$ cat src/rtl/dsp_pkg.sv
// Shared types and default sizing for the DSP multiplier arbiter.
package dsp_pkg;

    typedef enum logic [1:0] {
        IDLE  = 2'd0,
        START = 2'd1,
        RUN   = 2'd2,
        DONE  = 2'd3
    } state_t;

    localparam int DEF_N_CLIENTS = 4;
    localparam int DEF_TIMEOUT   = 255;

endpackage

$ cat src/rtl/mult_arbiter_rr_pick.sv
// Combinational round-robin picker: first set req bit at or after ptr, circularly.
module rr_pick #(
    parameter int N  = 4,
    parameter int IW = 2
) (
    input  logic [N-1:0]  req,
    input  logic [IW-1:0] ptr,
    output logic          valid,
    output logic [IW-1:0] index
);

    int            s;
    logic [IW-1:0] j;

    // Scan from the farthest offset down so the nearest requester wins last.
    always_comb begin
        valid = 1'b0;
        index = '0;
        s     = 0;
        j     = '0;
        for (int i = N - 1; i >= 0; i--) begin
            s = int'(ptr) + i;
            if (s >= N) s = s - N;
            j = IW'(s);
            if (req[j]) begin
                valid = 1'b1;
                index = j;
            end
        end
    end

endmodule

$ cat src/rtl/mult_arbiter.sv
// Arbitrates one shared 32x32 multiplier among N_CLIENTS DSP clients with a
// START/RUN/DONE handshake, round-robin fairness and a RUN watchdog.
module mult_arbiter
    import dsp_pkg::*;
#(
    parameter int N_CLIENTS = DEF_N_CLIENTS,
    parameter int TIMEOUT   = DEF_TIMEOUT,
    localparam int IW = (N_CLIENTS > 1) ? $clog2(N_CLIENTS) : 1,
    localparam int CW = $clog2(TIMEOUT + 1)
) (
    input  logic                       clk,
    input  logic                       rst,
    input  logic [N_CLIENTS-1:0]       req,
    output logic [N_CLIENTS-1:0]       start,
    input  logic [N_CLIENTS-1:0]       finish,
    input  logic [N_CLIENTS-1:0][31:0] cli_a,
    input  logic [N_CLIENTS-1:0][31:0] cli_b,
    output logic [31:0]                mult_a,
    output logic [31:0]                mult_b,
    input  logic [63:0]                mult_p,
    output logic [N_CLIENTS-1:0]       done,
    output logic                       busy,
    output logic [IW-1:0]              grant_id,
    output logic                       timeout_err
);

    state_t        state, state_d;
    logic [IW-1:0] rr_ptr, ptr_d, grant_d;
    logic [CW-1:0] cnt, cnt_d;
    logic          to_flag, to_d;
    logic          pick_valid;
    logic [IW-1:0] pick_idx;

    // The product goes straight to the clients; nothing here consumes it.
    logic mult_p_unused;
    assign mult_p_unused = ^mult_p;

    rr_pick #(.N(N_CLIENTS), .IW(IW)) u_rr_pick (
        .req   (req),
        .ptr   (rr_ptr),
        .valid (pick_valid),
        .index (pick_idx)
    );

    always_ff @(posedge clk) begin
        if (rst) begin
            state    <= IDLE;
            rr_ptr   <= '0;
            grant_id <= '0;
            cnt      <= '0;
            to_flag  <= 1'b0;
        end else begin
            state    <= state_d;
            rr_ptr   <= ptr_d;
            grant_id <= grant_d;
            cnt      <= cnt_d;
            to_flag  <= to_d;
        end
    end

    always_comb begin
        state_d     = state;
        ptr_d       = rr_ptr;
        grant_d     = grant_id;
        cnt_d       = cnt;
        to_d        = to_flag;
        start       = '0;
        done        = '0;
        timeout_err = 1'b0;
        mult_a      = '0;
        mult_b      = '0;
        busy        = (state != IDLE);
        case (state)
            IDLE: begin
                if (pick_valid) begin
                    grant_d = pick_idx;
                    state_d = START;
                end
            end
            START: begin
                start[grant_id] = 1'b1;
                cnt_d           = '0;
                to_d            = 1'b0;
                state_d         = RUN;
            end
            RUN: begin
                mult_a = cli_a[grant_id];
                mult_b = cli_b[grant_id];
                if (finish[grant_id]) begin
                    state_d = DONE;
                end else begin
                    cnt_d = cnt + CW'(1);
                    // Counter hits TIMEOUT on this edge, so RUN lasts exactly TIMEOUT cycles.
                    if (cnt == CW'(TIMEOUT - 1)) begin
                        to_d    = 1'b1;
                        state_d = DONE;
                    end
                end
            end
            DONE: begin
                done[grant_id] = 1'b1;
                timeout_err    = to_flag;
                ptr_d          = (grant_id == IW'(N_CLIENTS - 1)) ? '0 : grant_id + IW'(1);
                to_d           = 1'b0;
                state_d        = IDLE;
            end
            default: state_d = IDLE;
        endcase
    end

endmodule

$ cat config.mk
export PLATFORM = sky130hd
export DESIGN_NAME = mult_arbiter
export DESIGN_NICKNAME = d
export VERILOG_FILES = /design/src/rtl/dsp_pkg.sv /design/src/rtl/mult_arbiter_rr_pick.sv /design/src/rtl/mult_arbiter.sv
export SDC_FILE = /design/constraint.sdc
export NUM_CORES = 1
export LEC_CHECK = 0
export CAP_MARGIN = 20
export CORE_AREA = 2 2 159 161
export CTS_CLUSTER_SIZE = 10
export DETAILED_ROUTE_END_ITERATION = 8
export DIE_AREA = 0 0 161 163
export GPL_ROUTABILITY_DRIVEN = 0
export PLACE_DENSITY = 0.45
export SLEW_MARGIN = 20
export SYNTH_ARGS = -nofsm -noshare
export SYNTH_HDL_FRONTEND = slang
export SYNTH_SLANG_ARGS = --single-unit
$ cat constraint.sdc
create_clock -name clk -period 2.1 [get_ports clk]
set_clock_uncertainty 0.15 [all_clocks]
set_input_delay 0.315 -clock clk [delete_from_list [all_inputs] [get_ports clk]]
set_output_delay 0.315 -clock clk [all_outputs]
set_load 0.01 [all_outputs]
==> results of run 1 <==
synthesized netlist by cell type, drive strengths merged:
library cell	n	area share, %
a32oi	1	0.30
inv	13	1.7
or2	3	0.64
xnor2	4	1.2
o31ai	1	0.26
ha	10	4.3
nand2	7	0.90
a31oi	1	0.21
dfxtp	15	10
o21ai	2	0.34
o41ai	1	0.30
a21oi	10	1.7
nor3	2	0.34
mux4	65	50
clkbuf	13	1.8
nand4	1	0.21
and2	73	16
nor2	13	1.7
nand3	5	0.86
buf	12	1.8
or4	2	0.52
a211oi	1	0.26
a211o	2	0.60
a221oi	1	0.30
nor3b	1	0.26
nor4	4	0.86
o22ai	1	0.21
mux2i	2	0.69
nand2b	6	1.3
o211ai	1	0.26
flip-flops by register name, indices dropped and copies added (netlist names):
signal,flops
to_flag,1
state,2
grant_id,2
cnt,8
rr_ptr,2
area by class of cell:
class,count,area (um2)
Antenna cell,1,2.502
Clock buffer,4,78.83
Fill cell,2557,17020
Inverter,13,55.05
Multi-Input combinational cell,220,2716
Sequential cell,15,307.8
Tap cell,330,412.9
Timing Repair Buffer,396,4085
worst max-delay path: cells and delay by family (launching register included):
| kind | cells | cell delay (ns) |
|---|---|---|
| buf+inv | 4 | 0.49 |
| simple gates | 1 | 0.16 |
| mux | 1 | 0.53 |
| flops | 1 | 0.37 |
per-layer routing:
| layer | vias up | part of all wire (%) |
|---|---|---|
| li1 | 1804 | - |
| met1 | 1934 | 40 |
| met2 | 190 | 51 |
| met3 | 15 | 7.6 |
| met4 | 0 | 1.5 |
| met5 | - | 0 |
power by group through the flow:
stage                     combinational (mW)  clock [mW]  sequential [mW]
final                                   3.53       0.375            0.357
after CTS                               3.52       0.382            0.356
after global placement                  2.82           0            0.369
after detailed placement                2.84           0            0.372
after global routing                    3.76       0.393            0.363
after floorplan                         1.34           0            0.355
kinds of logic after synthesis:
kind of cell               count (synthesis)  synth area share [%]
muxes                                     67                 50.94
xor gates and xnor gates                   4                 1.203
AOI/OAI and AO/OA                         22                 4.769
adders and majority gates                 10                 4.296
and+or+nand+nor                          117                 23.24
buffers and inverters                     38                 5.241
DFF                                       15                 10.31
worst paths after layout:
path                                   from          to
worst min register to register       cnt[0]      cnt[0]
worst min-delay path                 cnt[0]      cnt[0]
worst max register to register  grant_id[0]      cnt[7]
worst max-delay path            grant_id[0]  mult_a[11]
repair_timing:
item | in CTS | in global routing
hold buffers | 0 | 0
setup buffers | 23 | 8
gates resized for setup | 417 | 35
gates cloned | 9 | 0
setup endpoints to repair | 85 | 79
pin swaps | 55 | 2
==> reports/results.ini, run 1 <==
[critical_path]
crit_chain=buf_8 > buf_12 > buf_16 > mux4_2 > and2_4 > buf_6
crit_required_ns=1.63
critical_path_arrival_ns=1.79
endpoint_kind=output pin
worstPathMaxFanout=5
start_kind=flip-flop
reg2reg_slack_ns=-0.09
worstRegToRegCells=6
cpPeakStageDelay_ns=0.53
worst-setup-path-type=flip-flop to output pin
cpMaxStageDelayCell=mux4_2

[clock_network]
cts_made_buffers=3
cts_sinks=15
clock_latency_ns=0.25
cts_tree=yes
htree_num_levels=1
clk_path_buf_depth=2
cts.root.buffer_cell=clkbuf_16
clkTransAtPathRegs_ns=0.05

[cells_and_area]
final_common_cell=clkdlybuf4s50_1
drive_gt1_share_pct=39.97
fin_util_pct=31.04
area_delta_synth_final_pct=162.9
design_area_um2=7659
num-nets-final=989
final_cell_mix=clkdlybuf4s50_1 (267), mux4_2 (65), buf_6 (57)
fin_cells=979

[place]
dpl.cell_count=941
dpl_cell_area_um2=6910
io_buffers=341
hpwl_um=15470
place_ws_ns=-0.3520

[flow_run]
max_cap_violations=0

[pwr]
switching_share_pct=35.68
p_switching_mw=1.519
p_leak_nw=2.862
p_clk_share_pct=8.8
p_total_mw=4.258
pwr-share-seq_pct=8.4
p_per_area_nw_per_um2=556.0
internal_power_mw=2.739
pwr-share-comb_pct=82.8
vdd_drop_max_uv=304.8

[die]
start_util_pct=11.81
design.die.area_um2=26240
num_rows=58
dieWidth_um=161
core_um2=24670
die_h_um=163
boundaryPins=406

[worst_hold_path]
whs_path_depth=2
hp-class=flip-flop to flip-flop

[drt]
first_pass_iters=4
avgRoutedWirePerCell_um=19.97
wl_um=19550
viasPerCell=4.028
antenna_left=0
drc=0
drt_iter0_markers=166
num_vias=3943

[synth]
synth-seq-cells=15
netlist_area_um2=2913
syn_nets=613
synth_cell_type_count=33
ys_warn_count=0
synth-seq-area-share_pct=10.31
netlist_instances=273
synth_area_per_cell_um2=10.67

[grt]
use_met2_pct=25.56
met1_usage_pct=17.59
grt_pass1_wl_um=27710
antenna_found_initial=1
use_met3_pct=2.674
busiest_layer=met2
grt_max_degree=40
grt_usage_pct=14.13
grt_pass1_vias=4189
gr-total-overflow=0

[timing]
hold_slack_ns=0.3593
fin_crit_sh_pct=107.5
setup_violations=63
tightest_slew_ns=0.7484
setup_tns_ns=-5.784
maxSlewHeadroom_pct=49.65
period_minus_slack_ns=2.258
drv_slew=0
rsz0062_at_grt=yes
setup_ws_ns=-0.1584
hold_viol_final=0
max_freq_ghz=0.4428

[run_status]
violations=negative setup slack
outcome=finished, violations left

No activity file was read; power rests on OpenSTA's default activity.
==> inputs of run 2 (changes only) <==
--- a/config.mk
+++ b/config.mk
@@ -12,6 +12,7 @@
 export DIE_AREA = 0 0 161 163
 export GPL_ROUTABILITY_DRIVEN = 0
 export PLACE_DENSITY = 0.45
+export RECOVER_POWER = 25
 export SLEW_MARGIN = 20
 export SYNTH_ARGS = -nofsm -noshare
 export SYNTH_HDL_FRONTEND = slang
==> reports/results.ini, run 2 (synthesis gave the netlist of run 1 again) <==
[timing]
hold_viol_final=0
maxSlewHeadroom_pct=49.65
period_minus_slack_ns=2.258
max_freq_ghz=0.4428
hold_slack_ns=0.3593
setup_violations=68
fin_crit_sh_pct=107.5
tightest_slew_ns=0.7484
setup_ws_ns=-0.1584
rsz0062_at_grt=yes
drv_slew=0

[critical_path]
crit_chain=buf_8 > buf_12 > buf_16 > mux4_2 > and2_4 > buf_6
crit_cells=6
reg2reg_slack_ns=-0.08
endpoint_kind=output pin
r2r_end=cnt[7]
worstRegToRegCells=6
worstPathMaxFanout=5
worst-setup-path-type=flip-flop to output pin
cpPeakStageDelay_ns=0.53
critPathBufInv=4
start_kind=flip-flop
timing.rr.start=grant_id[0]
critical_path_arrival_ns=1.79
cpMaxStageDelayCell=mux4_2
crit_family=multiplexers
crit_required_ns=1.63

[clock_network]
htree_num_levels=1
clock_latency_ns=0.25
clk_path_buf_depth=2
cts_sinks=15
cts_tree=yes
cts_made_buffers=3
clkTransAtPathRegs_ns=0.05
cts.root.buffer_cell=clkbuf_16

[grt]
grt_pass1_vias=4189
grt_pass1_wl_um=27710
grt_usage_pct=14.13
antenna_found_initial=1
gr-total-overflow=0
grt_max_degree=40

[cells_and_area]
drive_gt1_share_pct=39.81
nFillCells=2559
largest_reg_flops=8
final_cell_mix=clkdlybuf4s50_1 (267), mux4_2 (65), buf_6 (56)
final_common_cell=clkdlybuf4s50_1
num-nets-final=989
area_delta_synth_final_pct=162.6
largest_register=cnt

[drt]
wl_met2_um=10020
top_layer_used=met4
route.layer.met1.wl_um=7739
drt_iter0_markers=171
routed-wl-met3_um=1483
viasPerCell=4.025
num_vias=3940
drc=0
avgRoutedWirePerCell_um=19.96
wl_um=19540
antenna_left=0
first_pass_iters=4

[pwr]
switching_share_pct=35.74
pwr-share-comb_pct=82.8
pwr-share-seq_pct=8.4
vdd_drop_max_uv=303.7
p_clk_share_pct=8.8
p_leak_nw=2.856
p_switching_mw=1.518
p_total_mw=4.248
internal_power_mw=2.730
p_per_area_nw_per_um2=555.4

[die]
die_h_um=163
dieWidth_um=161
core_um2=24670
boundaryPins=406
start_util_pct=11.81
design.die.area_um2=26240
num_rows=58

[worst_hold_path]
whs_path_depth=2
hp-class=flip-flop to flip-flop
hp-start=cnt[0]
hold_end=cnt[0]

[place]
hpwl_um=15470
io_buffers=341

[flow_run]
max_cap_violations=0

[run_status]
outcome=finished, violations left
violations=negative setup slack

## run 2: layout make-up
cell class                 instances  area, um2  share of cell area, %
timing repair buffer             396       4075                  53.28
multi-input combinational        220       2716                  35.51
tap                              330      412.9                  5.398
sequential                        15      307.8                  4.024
clock buffer                       4      78.83                  1.031
inverter                          13      55.05                 0.7198
antenna                            1      2.502                0.03272
## run 2: worst max-delay path by stage
stage | start | endpoint | slack [ns]
finish | grant_id[0] | mult_a[11] | -0.16
global route | grant_id[0] | mult_a[11] | -0.22
CTS | grant_id[0] | mult_a[7] | -0.22
detailed placement | grant_id[0] | mult_a[7] | -0.35
global placement | grant_id[0] | mult_a[7] | -0.37
floorplan | grant_id[0] | cnt[7] | -0.03
## run 2: power by group through the flow
| stage | registers (mW) | clock network, mW | logic, mW |
|---|---|---|---|
| 6_report | 0.357 | 0.375 | 3.52 |
| 5_1_grt | 0.363 | 0.393 | 3.75 |
| 4_1_cts | 0.356 | 0.382 | 3.52 |
| 3_5_place_dp | 0.372 | 0 | 2.84 |
| 3_3_place_gp | 0.369 | 0 | 2.82 |
| 2_1_floorplan | 0.355 | 0 | 1.34 |
## run 2: routing by layer
layer | global-route usage, % | vias to the layer above
met5 | 0 | -
met2 | 25.56 | 190
met4 | 2.638 | 0
met3 | 2.674 | 15
met1 | 17.59 | 1930
li1 | - | 1805
## run 2: per-stage QoR
step	setup TNS, ns	setup WS, ns	cell area (um2)	instances	utilization, %
final	-5.971	-0.1584	7649	979	31.00
after global routing	-10.33	-0.2175	7649	979	31.00
after CTS	-9.393	-0.2225	7586	976	30.75
after detailed placement	-16.12	-0.3520	6910	941	28.01
after global placement	-15.61	-0.3703	6910	941	28.01
after floorplan	-0.03450	-0.03450	2949	273	-
## run 2: timing repair
item                       4_1_cts  5_1_grt
setup buffers                   23        8
hold buffers                     0        0
resized for setup              417       35
setup endpoints to repair       85       79
gates cloned                     9        0
pin swaps                       55        2
## run 2: worst register-to-register path, stage by stage (launching register included)
cell and delay, ns:
dfxtp_4 0.37, buf_4 0.14, buf_16 0.12, mux4_2 0.54
or2_4 0.27, or4_4 0.42, a21oi_2 0.12
==> patch, RTL diff (flow settings as in run 2) <==
`DEF_TIMEOUT`: 255 -> 510.
--- a/src/rtl/dsp_pkg.sv
+++ b/src/rtl/dsp_pkg.sv
@@ -9,7 +9,7 @@
     } state_t;
 
     localparam int DEF_N_CLIENTS = 4;
-    localparam int DEF_TIMEOUT   = 255;
+    localparam int DEF_TIMEOUT   = 510;
 
 endpackage
 
Behaviour: no difference found for any inputs over 10 cycles, from zero or initial values and one cycle with rst high; that may be too few to reach the edited logic, so the function may still have changed.
==> patch against run 2 <==
The run still ends with negative setup slack left. Sequential share of layout area increased by 0.12 points. Final area increased by 3.4%. Power increased by 18%. Count of clock-buffer cells in the layout unchanged. Sequential cell count increased by 1. Wire length increased by 6.7%. Clock power increased by 11%. Fmax decreased by 1.6%. Core utilization increased by 1.0 points. Cell count increased by 2.2%. First-iteration DRC count increased by 30%. Worst setup slack got worse by 0.038 ns. Synthesized area increased by 2.5%. Critical path type unchanged. Critical endpoint is now mult_b[16]. Largest power group unchanged. Highest routed layer is now met5.
==> patch: results (changes against run 2) <==
Max Used Layer met5; status complete, but fails checks; Peak VDD IR 0.000327 V (+7.6%); met2 wire length 10.3 mm (+2.6%); share of cells above drive strength 1 43.4% (+3.6 points); r2r setup slk 0 ns (+0.08 ns); Routed WL per cell 20.8 um (+4.4%); max reg flops 9 (+1); Worst Hold End cnt[8]; met3 wire length 1.85 mm (+25%); Post-DP HPWL 17.1 mm (+10%); Setup violations, final 65 (-4.4%); violated checks negative setup slack; CP top delay family buffers and inverters; top cells by area, synth mux4_2, and2_1, dfxtp_1; commonest cells in the synthesized netlist and2_1, mux4_2, dfxtp_1, clkbuf_1, a21oi_1; largest net degree at the start of global routing 37 (-7.5%); DR vias 4,095 (+3.9%); setup ws final -0.196 ns (-0.0377 ns); Synth Warn # 0 (unchanged); # nets final 1,012 (+2.3%); vias in the first global route 4,435 (+5.9%); hold path start cnt[8]; M1 wire length 8.59 mm (+11%); Antenna Cells 0 (-1); H-tree depth 1 (unchanged); initial DRC count 222 (+30%); static leakage 0.00300 uW (+4.9%); post-synthesis sequential area ratio 10.7% (+0.42 points); relative slew slack 74.2% (+25 points); Max FO, Critical Path 7 (+2); DP Area 7150 um2 (+3.5%); CP arrival 1.83 ns (+0.04 ns); dpl ws -0.372 ns (-0.0197 ns); first-pass GRT wire length 29.0 mm (+4.6%); Yosys cell types 34 (+3.0%); GR Util All Layers 14.7% (+0.60 points); Post-Syn Nets 615 (+0.33%); cells on worst reg2reg path 9 (+3); Layout fillers 2,522 (-1.4%); Sw Share 35.7% (-0.063 points)
## patch: final cells by class
type	count	area, um2	share of cell area (%)
tap	330	413	5.22
timing repair buffer	417	4290	54.3
clock buffer	4	88.8	1.12
sequential	16	328	4.15
multi-input combinational	225	2750	34.8
inverter	9	33.8	0.427
## patch: worst max-delay path by stage
stage | from | slack [ns] | cells past startpoint | endpoint
5_1_grt | grant_id[0] | -0.25 | 6 | mult_a[13]
6_report | grant_id[0] | -0.20 | 6 | mult_b[16]
4_1_cts | grant_id[0] | -0.26 | 6 | mult_a[13]
3_5_place_dp | grant_id[0] | -0.37 | 4 | mult_a[2]
3_3_place_gp | cli_b[110] | -0.36 | 4 | mult_b[14]
2_1_floorplan | grant_id[0] | -0.03 | 5 | mult_b[10]
## patch: routing by layer
metal  vias up  global-route usage [%]
li1       1865                       -
met1      2030                    18.8
met2       188                    25.8
met3        10                    3.92
met4         2                    1.62
met5         -                       0
## patch: cell families (layout without fill, tap and decap cells)
logic type	count (synthesis)	after routing	share of synthesized area, %
buffers and inverters	35	430	5.28
adders and majority gates	10	10	4.19
muxes	71	71	50.9
and+or+nand+nor	114	114	22.4
AOI/OAI and AO/OA	29	30	6.58
DFF	16	16	10.7
## patch: power groups by stage
stage | Clock (uW) | Combinational [uW] | Sequential [uW]
after floorplan | 0 | 1490 | 378
after global placement | 0 | 3430 | 394
after detailed placement | 0 | 3460 | 397
after CTS | 423 | 4050 | 380
after global routing | 436 | 4470 | 377
final | 415 | 4210 | 373
## patch: what timing repair did
item                                    in CTS  in global routing
buffers inserted                            20                  5
endpoints found under the setup margin      87                 79
cloned                                       4                  0
pin swaps                                   59                  5
gates resized for setup                    427                 53
hold buffers                                 0                  0
## patch: worst register-to-register path, stage by stage (launching register included)
cell and delay, ns:
dfxtp_4 0.36, buf_12 0.15, buf_16 0.15, buf_8 0.13, mux2i_4 0.20, buf_6 0.14
a221oi_4 0.39, buf_4 0.19, o21ai_1 0.07, a21oi_1 0.11
## patch: metrics by stage
step / hold slack (ns) / setup TNS [ns] / total power, uW / cells / utilization (%)
CTS: 0.354 / -11.21 / 4850 / 999 / 31.2
global placement: 0.308 / -21.30 / 3830 / 971 / 29.0
global route: 0.376 / -11.54 / 5280 / 1001 / 32.0
floorplan: 0.298 / -0.752 / 1870 / 275 / -
finish: 0.364 / -8.22 / 4990 / 1001 / 32.0
detailed placement: 0.345 / -23.34 / 3850 / 971 / 29.0
